$ cat config.mk
export PLATFORM = sky130hd
export DESIGN_NAME = servo_slew_ctrl
export DESIGN_NICKNAME = d
export VERILOG_FILES = /design/src/rtl/servo_pkg.sv /design/src/rtl/servo_chan.sv /design/src/rtl/servo_slew_ctrl.sv
export SDC_FILE = /design/constraint.sdc
export NUM_CORES = 1
export LEC_CHECK = 0
export BUFFER_PORTS_ARGS = -buffer_cell sky130_fd_sc_hd__buf_4
export CORE_UTILIZATION = 45
export CTS_BUF_LIST = sky130_fd_sc_hd__clkbuf_4 sky130_fd_sc_hd__clkbuf_8 sky130_fd_sc_hd__clkbuf_16
export DETAILED_ROUTE_END_ITERATION = 7
export HOLD_SLACK_MARGIN = 0.03
export PLACE_DENSITY_LB_ADDON = 0.25
export SETUP_SLACK_MARGIN = 0.5
export SLEW_MARGIN = 0
export SYNTH_ARGS = -nofsm -noshare
export SYNTH_HDL_FRONTEND = slang
export SYNTH_SLANG_ARGS = --single-unit
$ cat constraint.sdc
create_clock -name clk -period 22.3 [get_ports clk]
set_clock_uncertainty 0.1 [all_clocks]
set_input_delay 2.23 -clock clk [delete_from_list [all_inputs] [get_ports clk]]
set_output_delay 2.23 -clock clk [all_outputs]
set_load 0.01 [all_outputs]
$ cat src/rtl/servo_pkg.sv
// rtl/servo_pkg.sv - shared constants, FSM state encoding and magnitude-to-ticks helper for the servo scheduler
package servo_pkg;

    localparam int CLK_HZ_DEF      = 50_000_000;
    localparam int FRAME_HZ_DEF    = 50;
    localparam int MIN_TICKS_DEF   = 50_000;
    localparam int SPAN_TICKS_DEF  = 50_000;
    localparam int STEP_DEF        = 16;
    localparam int FRAME_TICKS_DEF = CLK_HZ_DEF / FRAME_HZ_DEF;

    localparam logic [11:0] MAG_RESET = 12'd2048;

    typedef logic [1:0] servo_state_t;
    localparam servo_state_t ST_IDLE   = 2'd0;
    localparam servo_state_t ST_UPDATE = 2'd1;
    localparam servo_state_t ST_RUN    = 2'd2;

    // 12-bit magnitude times span fits 28 bits; the scaled result stays within 17 bits.
    function automatic logic [16:0] mag_to_ticks(input logic [11:0] mag,
                                                 input int unsigned min_t = MIN_TICKS_DEF,
                                                 input int unsigned span_t = SPAN_TICKS_DEF);
        logic [27:0] prod;
        prod = 28'(mag) * 28'(span_t);
        return 17'(min_t) + 17'(prod >> 12);
    endfunction

endpackage

$ cat src/rtl/servo_chan.sv
// rtl/servo_chan.sv - one servo channel: target/current position, per-frame slew, latched width, pulse window
module servo_chan
    import servo_pkg::*;
#(
    parameter int CW         = 20,
    parameter int MIN_TICKS  = MIN_TICKS_DEF,
    parameter int SPAN_TICKS = SPAN_TICKS_DEF,
    parameter int STEP       = STEP_DEF,
    parameter int START      = 4
) (
    input  logic          clk,
    input  logic          reset,
    input  logic          slew_i,
    input  logic          wr_i,
    input  logic [11:0]   wr_mag_i,
    input  logic          run_i,
    input  logic [CW-1:0] count_i,
    output logic          pulse_o,
    output logic          busy_o
);

    localparam logic [11:0] STEP12 = 12'(STEP);

    logic [11:0] target_q, target_d;
    logic [11:0] current_q, current_d;
    logic [16:0] width_q, width_d;
    logic        pulse_q, pulse_d;
    logic        busy_q, busy_d;
    logic [31:0] cnt32, start32, end32;

    always_comb begin
        target_d  = wr_i ? wr_mag_i : target_q;
        current_d = current_q;
        width_d   = width_q;
        if (slew_i) begin
            if (target_q > current_q) begin
                current_d = (target_q - current_q <= STEP12) ? target_q : current_q + STEP12;
            end else if (target_q < current_q) begin
                current_d = (current_q - target_q <= STEP12) ? target_q : current_q - STEP12;
            end
            width_d = mag_to_ticks(current_d, MIN_TICKS, SPAN_TICKS);
        end
        busy_d = (current_d != target_d);

        // Pulse occupies counts START..START+width-1, so the pin rises one cycle after count == START.
        cnt32   = 32'(count_i);
        start32 = 32'(START);
        end32   = start32 + {15'd0, width_q};
        pulse_d = run_i && (cnt32 >= start32) && (cnt32 < end32);
    end

    always_ff @(posedge clk) begin
        if (reset) begin
            target_q  <= MAG_RESET;
            current_q <= MAG_RESET;
            width_q   <= mag_to_ticks(MAG_RESET, MIN_TICKS, SPAN_TICKS);
            pulse_q   <= 1'b0;
            busy_q    <= 1'b0;
        end else begin
            target_q  <= target_d;
            current_q <= current_d;
            width_q   <= width_d;
            pulse_q   <= pulse_d;
            busy_q    <= busy_d;
        end
    end

    assign pulse_o = pulse_q;
    assign busy_o  = busy_q;

endmodule

$ cat src/rtl/servo_slew_ctrl.sv
// rtl/servo_slew_ctrl.sv - multi-channel servo frame scheduler; define SERVO_STAGGER_EN to stagger channel pulses
module servo_slew_ctrl
    import servo_pkg::*;
#(
    parameter int CLK_HZ     = CLK_HZ_DEF,
    parameter int FRAME_HZ   = FRAME_HZ_DEF,
    parameter int NCH        = 4,
    parameter int MIN_TICKS  = MIN_TICKS_DEF,
    parameter int SPAN_TICKS = SPAN_TICKS_DEF,
    parameter int STEP       = STEP_DEF,
    localparam int CHW       = (NCH > 1) ? $clog2(NCH) : 1
) (
    input  logic           clk,
    input  logic           reset,
    input  logic           enable,
    input  logic           cmd_valid,
    output logic           cmd_ready,
    input  logic [CHW-1:0] cmd_ch,
    input  logic [11:0]    cmd_mag,
    output logic [NCH-1:0] pulse_out,
    output logic           frame_tick,
    output logic [NCH-1:0] busy
);

    localparam int FRAME_TICKS = CLK_HZ / FRAME_HZ;
    localparam int CW          = $clog2(FRAME_TICKS);

    if (NCH < 1 || NCH > 8) begin : g_bad_nch
        $error("servo_slew_ctrl: NCH must be 1..8");
    end
    if (NCH + NCH * (MIN_TICKS + SPAN_TICKS) >= FRAME_TICKS) begin : g_bad_frame
        $error("servo_slew_ctrl: channel pulse slots do not fit in one frame");
    end

    servo_state_t  state_q, state_d;
    logic [CW-1:0] count_q, count_d;
    logic          ready_q, tick_q, tick_d;
    logic          cmd_accept, updating, running;

    always_comb begin
        state_d = state_q;
        count_d = count_q;
        if (!enable) begin
            state_d = ST_IDLE;
            count_d = '0;
        end else begin
            case (state_q)
                ST_IDLE: begin
                    state_d = ST_UPDATE;
                    count_d = '0;
                end
                ST_UPDATE: begin
                    count_d = count_q + CW'(1);
                    if (count_q == CW'(NCH - 1)) state_d = ST_RUN;
                end
                ST_RUN: begin
                    if (count_q == CW'(FRAME_TICKS - 1)) begin
                        state_d = ST_UPDATE;
                        count_d = '0;
                    end else begin
                        count_d = count_q + CW'(1);
                    end
                end
                default: begin
                    state_d = ST_IDLE;
                    count_d = '0;
                end
            endcase
        end
        tick_d = enable && (state_q == ST_UPDATE) && (count_q == '0);
    end

    always_ff @(posedge clk) begin
        if (reset) begin
            state_q <= ST_IDLE;
            count_q <= '0;
            ready_q <= 1'b0;
            tick_q  <= 1'b0;
        end else begin
            state_q <= state_d;
            count_q <= count_d;
            ready_q <= (state_d != ST_UPDATE);
            tick_q  <= tick_d;
        end
    end

    assign cmd_ready  = ready_q;
    assign frame_tick = tick_q;
    assign cmd_accept = cmd_valid && ready_q;
    assign updating   = (state_q == ST_UPDATE);
    assign running    = enable && (state_q == ST_RUN);

    for (genvar i = 0; i < NCH; i++) begin : g_chan
`ifdef SERVO_STAGGER_EN
        localparam int OFF = i * (MIN_TICKS + SPAN_TICKS);
`else
        localparam int OFF = 0;
`endif
        servo_chan #(
            .CW         (CW),
            .MIN_TICKS  (MIN_TICKS),
            .SPAN_TICKS (SPAN_TICKS),
            .STEP       (STEP),
            .START      (NCH + OFF)
        ) u_chan (
            .clk      (clk),
            .reset    (reset),
            .slew_i   (updating && (count_q == CW'(i))),
            .wr_i     (cmd_accept && (cmd_ch == CHW'(i))),
            .wr_mag_i (cmd_mag),
            .run_i    (running),
            .count_i  (count_q),
            .pulse_o  (pulse_out[i]),
            .busy_o   (busy[i])
        );
    end

endmodule

==> impl_results.md, run 1 <==
* Status: complete, no violations
* Htree depth at 4
* CP startpoint kind: register
* Post-CTS Resized at 0
* Synth warn at 0
* WL final at ~77 mm
* CP dominant cell by count: ha_1
* Number of I/O pins at 28
* DR pass1 iterations at 6
* First-pass GRT wire length at 124 mm
* # nets final at 4182
* Post-CTS Hold Fix Bufs at 0
* Vias per cell at 5.69
* Crit-path slowest cell: and4_1
* Sink Count at 196
* RSZ-0062 raised after global routing: false
* DR vias at approximately 25000
* Worst-margin pin slew at 968 ps
* Chip width at between 200 and 300 um
* Critical Path Max Stage Delay at roughly 800 ps
* Worst EP required at about 23000 ps
* Synthesized instance count at 3605
* Dpl cell area at 0.0293 mm^2
* Yosys reg bits at between 150 and 200
* Fmax at roughly 99 MHz
* GRT overflow at 0
* CTS Root Cell: clkbuf_16
* Top_reg_cell synth: dfxtp_1
* Worst Path Max Fanout at 24
* Post-Syn Area at 0.0284 mm^2
* Clock Pin Slew Worst Setup and Hold Paths at about 90 ps
* DP Wirelength at about 61 mm
* Post-synth EDFFs at 0
* Largest net degree at the start of global routing at 64
* Clock Tree Buf Depth at 2
* Initial DRC Count at between 1500 and 2000
* Final setup viols at 0
* Async S/R FF share, synth at 0
* CORE AREA at 0.0619 mm^2
* Tmin final at around 10000 ps
* CTS Buf Count at 17
* CP delay by family, top: compound AO/OA/AOI/OAI gates
* Initial antenna violation count at 8
* Final Cell Area at 0.0299 mm^2
* Hold WS at around 360 ps
* Die area at around 0.064 mm^2
* CP endpoint kind: register
* Post-synthesis sequential area ratio at 0.138
* Commonest cells post-synth: 518 x ha_1, 370 x inv_1, 310 x nor2_1
* Setup Total Neg Slack at 0 ps
* Vias in the first global route at 23400
* Yosys cell types at slightly above 90
* Total setup buffers inserted after CTS at 0
* Worst path bufs/invs at 5
* Initial Util at 0.458
* CTS tree: built
* Max-slew violation total from the final report at 0
* Share of layout cells above drive strength 1 at 0.0360
* Clk Latency, worst-skew pair at about 500 ps
* Row Count at 91
* Most frequent cell after synthesis: ha_1
* Slew Limit Headroom at 0.354
* Syn Area/Cell at about 7.9 um^2
* Die height at 253 um
* Largest area contributor in the netlist: ha_1
* Total GRT Usage at 0.243
* Top cells by area, synth: ha_1 23%, dfxtp_1 14%, fa_1 7.1%, inv_1 4.9%, xnor2_1 4.8%
* Worst Hold Class: register to register
* Area Growth Syn to Fin at 5.43%
* Antenna Violating Nets Remaining at 0
* CP arrival at just over 10000 ps
* Final Hold Vio Count at 0
* WL/cell at between 15 and 20 um
* Syn nets at 4241
* Final period utilization at 0.452
* Maxcap violations at 0
* Crit path kind: register to register
* Remaining DRCs at 0
* Port Buffer Count at 27
* Yosys top cell area share at 0.229
* RD Place Congestion at 0.914
[per-layer routing]
| layer | routed length [um] | vias to the layer above | global-route usage |
|---|---|---|---|
| li1 | - | 12600 | - |
| met1 | 37400 | 11700 | 0.339 |
| met2 | 33900 | 585 | 0.381 |
| met3 | 4120 | 91 | 0.0397 |
| met4 | 1750 | 6 | 0.0701 |
| met5 | 37 | - | 0 |
[kinds of logic after synthesis]
group           count (synthesis)  synth area share
simple gates                 1075             0.182
buf+inv                       502            0.0680
compound gates                865             0.201
flops                         196             0.138
fa+ha+maj                     618             0.299
xor+xnor                      273            0.0843
mux                            76            0.0273
[worst min-delay path, stage by stage (launching register included)]
cell and delay, ps:
dfxtp_1 310, nand2_1 50, a21oi_1 50
[final timing paths]
kind / from / endpoint / slack (ps) / cells after the start
setup / recovery: g_chan[0].u_chan.current_q[7] / g_chan[0].u_chan.width_q[12] / 12220 / 33
hold / removal: g_chan[2].u_chan.width_q[1] / g_chan[2].u_chan.width_q[1] / 360 / 2
hold reg to reg: g_chan[2].u_chan.width_q[1] / g_chan[2].u_chan.width_q[1] / 360 / 2
setup reg to reg: g_chan[0].u_chan.current_q[7] / g_chan[0].u_chan.width_q[12] / 12220 / 33
[per-stage QoR]
step            util  setup WS (ps)  std cells
3_3_place_gp   0.473          12620       4364
4_1_cts        0.483          12370       4396
5_1_grt        0.483          11540       4396
6_report       0.483          12220       4399
2_1_floorplan      -          13440       3605
3_5_place_dp   0.473          12400       4364
[flip-flops by register name, summed over array words and instances (netlist names)]
register / cells
count_q: 20
g_chan.u_chan.target_q: 48
cmd_ready: 1
state_q: 2
g_chan.u_chan.busy_o: 4
g_chan.u_chan.pulse_o: 4
frame_tick: 1
g_chan.u_chan.width_q: 68
g_chan.u_chan.current_q: 48
[final cells by class]
| type | instances | area (um^2) |
|---|---|---|
| diodes | 3 | 7.51 |
| well taps | 837 | 1050 |
| clock inverters | 14 | 160 |
| flip-flops and latches | 196 | 3920 |
| fillers | 6189 | 32000 |
| repair buffers | 53 | 398 |
| multi-input cells | 2907 | 22500 |
| clock buffers | 18 | 439 |
| inverters | 371 | 1390 |
[layout by cell type, fill, tap and decap left out, drive strengths merged, types with 10 or more instances in the layout]
cell type and n:
a21boi 10, nor4 32, clkbuf 18, dfxtp 196, nor2b 40, xor2 116, inv 378, o211ai 36
ha 518, and4 15, a31oi 26, o221ai 12, a221o 10, mux2i 68, fa 100, nor3 65
a211oi 64, and3 56, nor2 311, a311oi 10, a21oi 253, and2 25, nand2 292, nand4 33
o22ai 22, xnor2 157, o21bai 12, nand2b 35, buf 53, o21ai 152, a221oi 15, a211o 12
nand3 101, or3 22, a21o 84, o21a 48, or4 11
Power of run 1 is left out: the tool's default activity adds up to more than one toggle a clock period on the data nets, which glitch-free logic cannot reach.
==> run 2, diff against run 1 <==
- ABC_AREA: unset -> 1
- clock period: 22.3 -> 8.3 ns (I/O delays scaled with it)
==> impl_results.md, run 2 <==
* Most frequent cells in the layout: 879 x nand2_1, 730 x inv_1, 496 x ha_1
* Yosys top cell area share at 0.222 (-0.00687)
* # nets final at 4981 (+19%)
* Post-synthesis sequential area ratio at 0.134 (-0.00416)
* Final Hold Vio Count at 0 (unchanged)
* Row Count at 93 (+2.2%)
* Htree depth at 4 (unchanged)
* DR pass1 iterations at 6 (unchanged)
* Worst-margin pin slew at 1150 ps (+183 ps)
* Remaining DRCs at 0 (unchanged)
* Synthesized instance count at 4344 (+20%)
* Die height at 257 um (+1.5%)
* Syn Area/Cell at 6.73 um^2 (-14%)
* Hold Path End: count_q[0]
* Crit Reg-Reg Startpoint: g_chan[0].u_chan.current_q[1]
* Max FFs per register at 68 (unchanged)
* Ant diodes at 0 (-3)
* Yosys reg bits at 196 (unchanged)
* FF-to-FF path depth at 39 (+18%)
* Largest register by flop count: g_chan.u_chan.width_q
* Commonest cells post-synth: 884 x nand2_1, 741 x inv_1, 518 x ha_1
* Crit-path slowest cell: fa_1
* Share of layout cells above drive strength 1 at 0.0716 (+0.0356)
* Vias in the first global route at 26500 (+13%)
* Antenna Violating Nets Remaining at 0 (unchanged)
* Total GRT Usage at 0.247 (+0.00478)
* Clock Pin Slew Worst Setup and Hold Paths at 80 ps (about the same)
* Largest area contributor in the netlist: ha_1
* Synth warn at 0 (unchanged)
* CORE AREA at 0.0643 mm^2 (+3.9%)
* Worst Hold Class: register to register
* Most common cell after layout, fill and taps aside: nand2_1
* Clock Tree Buf Depth at 2 (unchanged)
* Critical Path Max Stage Delay at 550 ps (-250 ps)
* Sink Count at 196 (unchanged)
* Number of I/O pins at 28 (unchanged)
* Final period utilization at 0.883 (+0.431)
* R2r endpoint: g_chan[0].u_chan.width_q[14]
* CTS Buf Count at 17 (unchanged)
* Setup Total Neg Slack at 0 ps (unchanged)
* Hold Startpoint: count_q[0]
* CP startpoint kind: register
* Initial DRC Count at 1729 (+1.6%)
* Syn nets at 4980 (+17%)
* CP arrival at 7630 ps (-2740 ps)
* Crit path kind: register to register
* WL final at 81.2 mm (+5.4%)
* Status: complete, no violations
* Worst hold path depth at 1 (-1)
* RSZ-0062 raised after global routing: true
* Initial antenna violation count at 3 (-5)
* RD Place Congestion at 0.929 (+1.6%)
* CP dominant cell by count: nand2_1
* Initial Util at 0.454 (-0.00349)
* Yosys cell types at 72 (-21%)
* Post-Syn Area at 0.0292 mm^2 (+3.1%)
* Port Buffer Count at 27 (unchanged)
* Slew Limit Headroom at 0.230 (-0.125)
* Largest net degree at the start of global routing at 77 (+20%)
* First-pass GRT wire length at 134 mm (+7.4%)
* DR vias at 27500 (+10%)
* Vias per cell at 5.28 (-7.2%)
* Async S/R FF share, synth at 0 (unchanged)
* CTS tree: built
* WL/cell at 15.6 um (-11%)
* Final setup viols at 0 (unchanged)
* CTS Root Cell: clkbuf_16
* Largest regs: g_chan.u_chan.width_q (68), g_chan.u_chan.current_q (48), g_chan.u_chan.target_q (48)
* DP Wirelength at 65.9 mm (+7.7%)
* GRT overflow at 0 (unchanged)
* Worst Path Max Fanout at 11 (-54%)
* Post-synth EDFFs at 0 (unchanged)
* Area Growth Syn to Fin at 7.77%
* Reg2Reg Setup Slack at 970 ps (-11250 ps)
* Maxcap violations at 0 (unchanged)
* Top_reg_cell synth: dfxtp_1
* Max-slew violation total from the final report at 0 (unchanged)
* Clk Latency, worst-skew pair at 500 ps (about the same)
* Top cells by area, synth: ha_1 22%, dfxtp_1 13%, nand2_1 11%, inv_1 9.5%, fa_1 6.8%
* CP endpoint kind: register
* Die area at 0.0660 mm^2 (+3.1%)
* Worst EP required at 8600 ps (-13990 ps)
* Tmin final at 7330 ps (-2750 ps)
* Fmax at 136 MHz (+37%)
* Chip width at 257 um (+1.5%)
* Most frequent cell after synthesis: nand2_1
==> run 2: changes by cell type in the layout (fill, tap and decap cells not counted), moves of 41 or more <==
cell,previous run,this run
nand2_1,292,879
inv_1,369,730
nand3_1,101,244
xnor2_1,157,49
o21ai_0,150,245
a21o_1,84,9
mux2i_1,68,1
a211oi_1,64,7
and3_1,56,1
o21a_1,48,7
==> run 2: area by class of cell <==
type                    instances  area (um^2)
clock buffers                  20          467
clock inverters                11          174
fillers                      6656        32800
inverters                     761         2870
multi-input cells            3299        22400
flip-flops and latches        196         3950
well taps                     855         1070
repair buffers                 70          533
==> run 2: critical path: cells and delay by family, from the launching register on <==
kind / cells / cell delay [ps]
fa+ha+maj: 7 / 2810
simple gates: 13 / 1380
compound gates: 8 / 1160
buf+inv: 9 / 870
xor+xnor: 2 / 500
flops: 1 / 430
==> run 2: through the flow <==
step | setup slack, ps | hold slack, ps | cell area [um^2] | instances | util
floorplan | 1420 | 333 | 29200 | 4344 | -
global placement | 303 | 349 | 30300 | 5162 | 0.471
detailed placement | 412 | 363 | 30300 | 5162 | 0.471
CTS | 501 | 381 | 30900 | 5193 | 0.481
global route | 457 | 416 | 31500 | 5212 | 0.490
finish | 971 | 383 | 31500 | 5212 | 0.490
==> run 2: cell families after synthesis <==
family | share of synthesized area
xor+xnor | 0.0637
flops | 0.134
buf+inv | 0.112
simple gates | 0.261
fa+ha+maj | 0.290
mux | 0.000342
compound gates | 0.138
==> run 2: worst max path at each step <==
stage                                  startpoint  slack, ps                      endpoint
global route        g_chan[3].u_chan.current_q[2]        460  g_chan[3].u_chan.width_q[14]
global placement    g_chan[3].u_chan.current_q[6]        300  g_chan[3].u_chan.width_q[14]
CTS                 g_chan[3].u_chan.current_q[4]        500  g_chan[3].u_chan.width_q[14]
floorplan           g_chan[2].u_chan.current_q[6]       1420  g_chan[2].u_chan.width_q[12]
finish              g_chan[0].u_chan.current_q[1]        970  g_chan[0].u_chan.width_q[14]
detailed placement  g_chan[3].u_chan.current_q[7]        410  g_chan[3].u_chan.width_q[14]
==> run 2: metal layers <==
layer | vias to the layer above | wire length (um) | global-route usage
met5 | - | 11 | 0
met4 | 2 | 1800 | 0.0689
met3 | 120 | 4010 | 0.0302
met2 | 658 | 37400 | 0.422
met1 | 12600 | 38100 | 0.327
li1 | 14200 | - | -
==> run 2: repair_timing <==
item | in CTS | in global routing
gates cloned | 0 | 1
endpoints found under the setup margin | 3 | 46
pin swaps | 0 | 8
setup buffers | 0 | 18
hold buffers | 0 | 0
gates resized for setup | 1 | 122
Power of run 2 is left out for the same reason.
==> run 3, diff against run 2 <==
- PLACE_DENSITY_LB_ADDON: 0.25 -> unset
==> impl_results.md, run 3 (synthesis gave the netlist of run 2 again) <==
* Antenna Violating Nets Remaining at 0 (unchanged)
* Crit path kind: register to register
* Area Growth Syn to Fin at 7.85% (about the same)
* Maxcap violations at 0 (unchanged)
* WL/cell at 16.0 um (+2.5%)
* Highest metal used: met5
* Tmin final at 7310 ps (-16.6 ps)
* Clock Tree Buf Depth at 2 (unchanged)
* Worst Hold Class: register to register
* GRT overflow at 0 (unchanged)
* Final Hold Vio Count at 0 (unchanged)
* Largest register by flop count: g_chan.u_chan.width_q
* Cell count after placement at 5166 (+0.077%)
* Critical Path Max Stage Delay at 550 ps (about the same)
* # nets final at 4989 (+0.16%)
* Final period utilization at 0.881 (-0.00200)
* Die area at 0.0660 mm^2 (unchanged)
* CORE AREA at 0.0643 mm^2 (unchanged)
* Clock Pin Slew Worst Setup and Hold Paths at 70 ps (about the same)
* CP arrival at 7600 ps (-30 ps)
* Status: complete, no violations
* CTS Buf Count at 17 (unchanged)
* DR WL met2 at 38.4 mm (+2.8%)
* Max-slew violation total from the final report at 0 (unchanged)
* Most common cell after layout, fill and taps aside: nand2_1
* Setup Total Neg Slack at 0 ps (unchanged)
* M1 WL at 39.8 mm (+4.7%)
* Largest net degree at the start of global routing at 66 (-14%)
* CTS Root Cell: clkbuf_16
* Fillers at 6778 (+1.8%)
* CP endpoint kind: register
* Max FFs per register at 68 (unchanged)
* Chip width at 257 um (unchanged)
* Hold WS at 387 ps (+4.27 ps)
* Post-route insts no fill at 5221 (+0.17%)
* CP startpoint kind: register
* Final core occ at 0.490 (about the same)
* WL final at 83.4 mm (+2.6%)
* DP Wirelength at 68.1 mm (+3.4%)
* Initial Util at 0.454 (unchanged)
* Vias per cell at 5.24 (-0.71%)
* Worst-margin pin slew at 1030 ps (-117 ps)
* Worst path bufs/invs at 5 (-4)
* Crit-path slowest cell: fa_1
* Worst EP required at 8590 ps (about the same)
* RD Place Congestion at 0.945 (+1.8%)
* Row Count at 93 (unchanged)
* Slew Limit Headroom at 0.308 (+0.0784)
* Clk Latency, worst-skew pair at 500 ps (about the same)
* Initial antenna violation count at 6 (+3)
* Number of I/O pins at 28 (unchanged)
* Largest regs: g_chan.u_chan.width_q (68), g_chan.u_chan.current_q (48), g_chan.u_chan.target_q (48)
* Sink Count at 196 (unchanged)
* Fmax at 137 MHz (+0.23%)
* CP dominant cell by count: nand2_1
* Die height at 257 um (unchanged)
* Final setup viols at 0 (unchanged)
* Htree depth at 4 (unchanged)
* First-pass GRT wire length at 136 mm (+1.7%)
* RSZ-0062 raised after global routing: false
* CP delay by family, top: adder cells
* Total GRT Usage at 0.253 (+0.00576)
* DR vias at 27400 (-0.53%)
* Port Buffer Count at 27 (unchanged)
* DR pass1 iterations at 5 (-1)
* Vias in the first global route at 26500 (-0.12%)
* Remaining DRCs at 0 (unchanged)
* Share of layout cells above drive strength 1 at 0.0715 (-0.000131)
* Initial DRC Count at 1710 (-1.1%)
* Most frequent cells in the layout: 875 x nand2_1, 735 x inv_1, 498 x ha_1
* CTS tree: built
* Met3 wire length at 3.59 mm (-11%)
* Worst Path Max Fanout at 15 (+4)
[run 3: layer usage]
| metal | vias up | track usage |
|---|---|---|
| li1 | 14200 | - |
| met1 | 12500 | 0.342 |
| met2 | 575 | 0.427 |
| met3 | 80 | 0.0273 |
| met4 | 4 | 0.0663 |
| met5 | - | 0 |
[run 3: final cells by class]
cell class                 instances  area [um^2]  area share
antenna                            1         2.50   0.0000794
inverter                         761         2870      0.0910
multi-input combinational       3299        22500       0.712
timing repair inverter             1         7.51    0.000238
timing repair buffer              77          591      0.0187
clock inverter                    11          126     0.00401
clock buffer                      20          460      0.0146
tap                              855         1070      0.0339
sequential                       196         3940       0.125
[run 3: worst reg2reg max path, delay by kind of cell, from the launching register on]
kind,cells,cell delay (ps)
and+or+nand+nor,26,2750
DFF,1,420
buffers and inverters,5,650
adders and majority gates,7,2750
AOI/OAI and AO/OA,3,500
[run 3: final timing paths]
path                                      start                            to  slack [ps]  cells past startpoint
setup reg to reg  g_chan[2].u_chan.current_q[6]  g_chan[2].u_chan.width_q[15]         990                     41
setup / recovery  g_chan[2].u_chan.current_q[6]  g_chan[2].u_chan.width_q[15]         990                     41
hold reg to reg                      count_q[0]                    count_q[0]         390                      1
hold / removal                       count_q[0]                    count_q[0]         390                      1
[run 3: through the flow]
| stage | worst slack, ps | area, um^2 |
|---|---|---|
| after floorplan | 1420 | 29200 |
| after global placement | 243 | 30300 |
| after detailed placement | 238 | 30300 |
| after CTS | 551 | 30900 |
| after global routing | 464 | 31500 |
| final | 987 | 31500 |
[run 3: what timing repair did]
item                                    CTS  global route
pin swaps                                 0             6
endpoints found under the setup margin   10            42
buffers inserted                          0            21
hold endpoints to repair                  0             0
hold buffers                              0             0
gates resized for setup                   6           111
cloned                                    0             2
Power of run 3 is left out for the same reason.
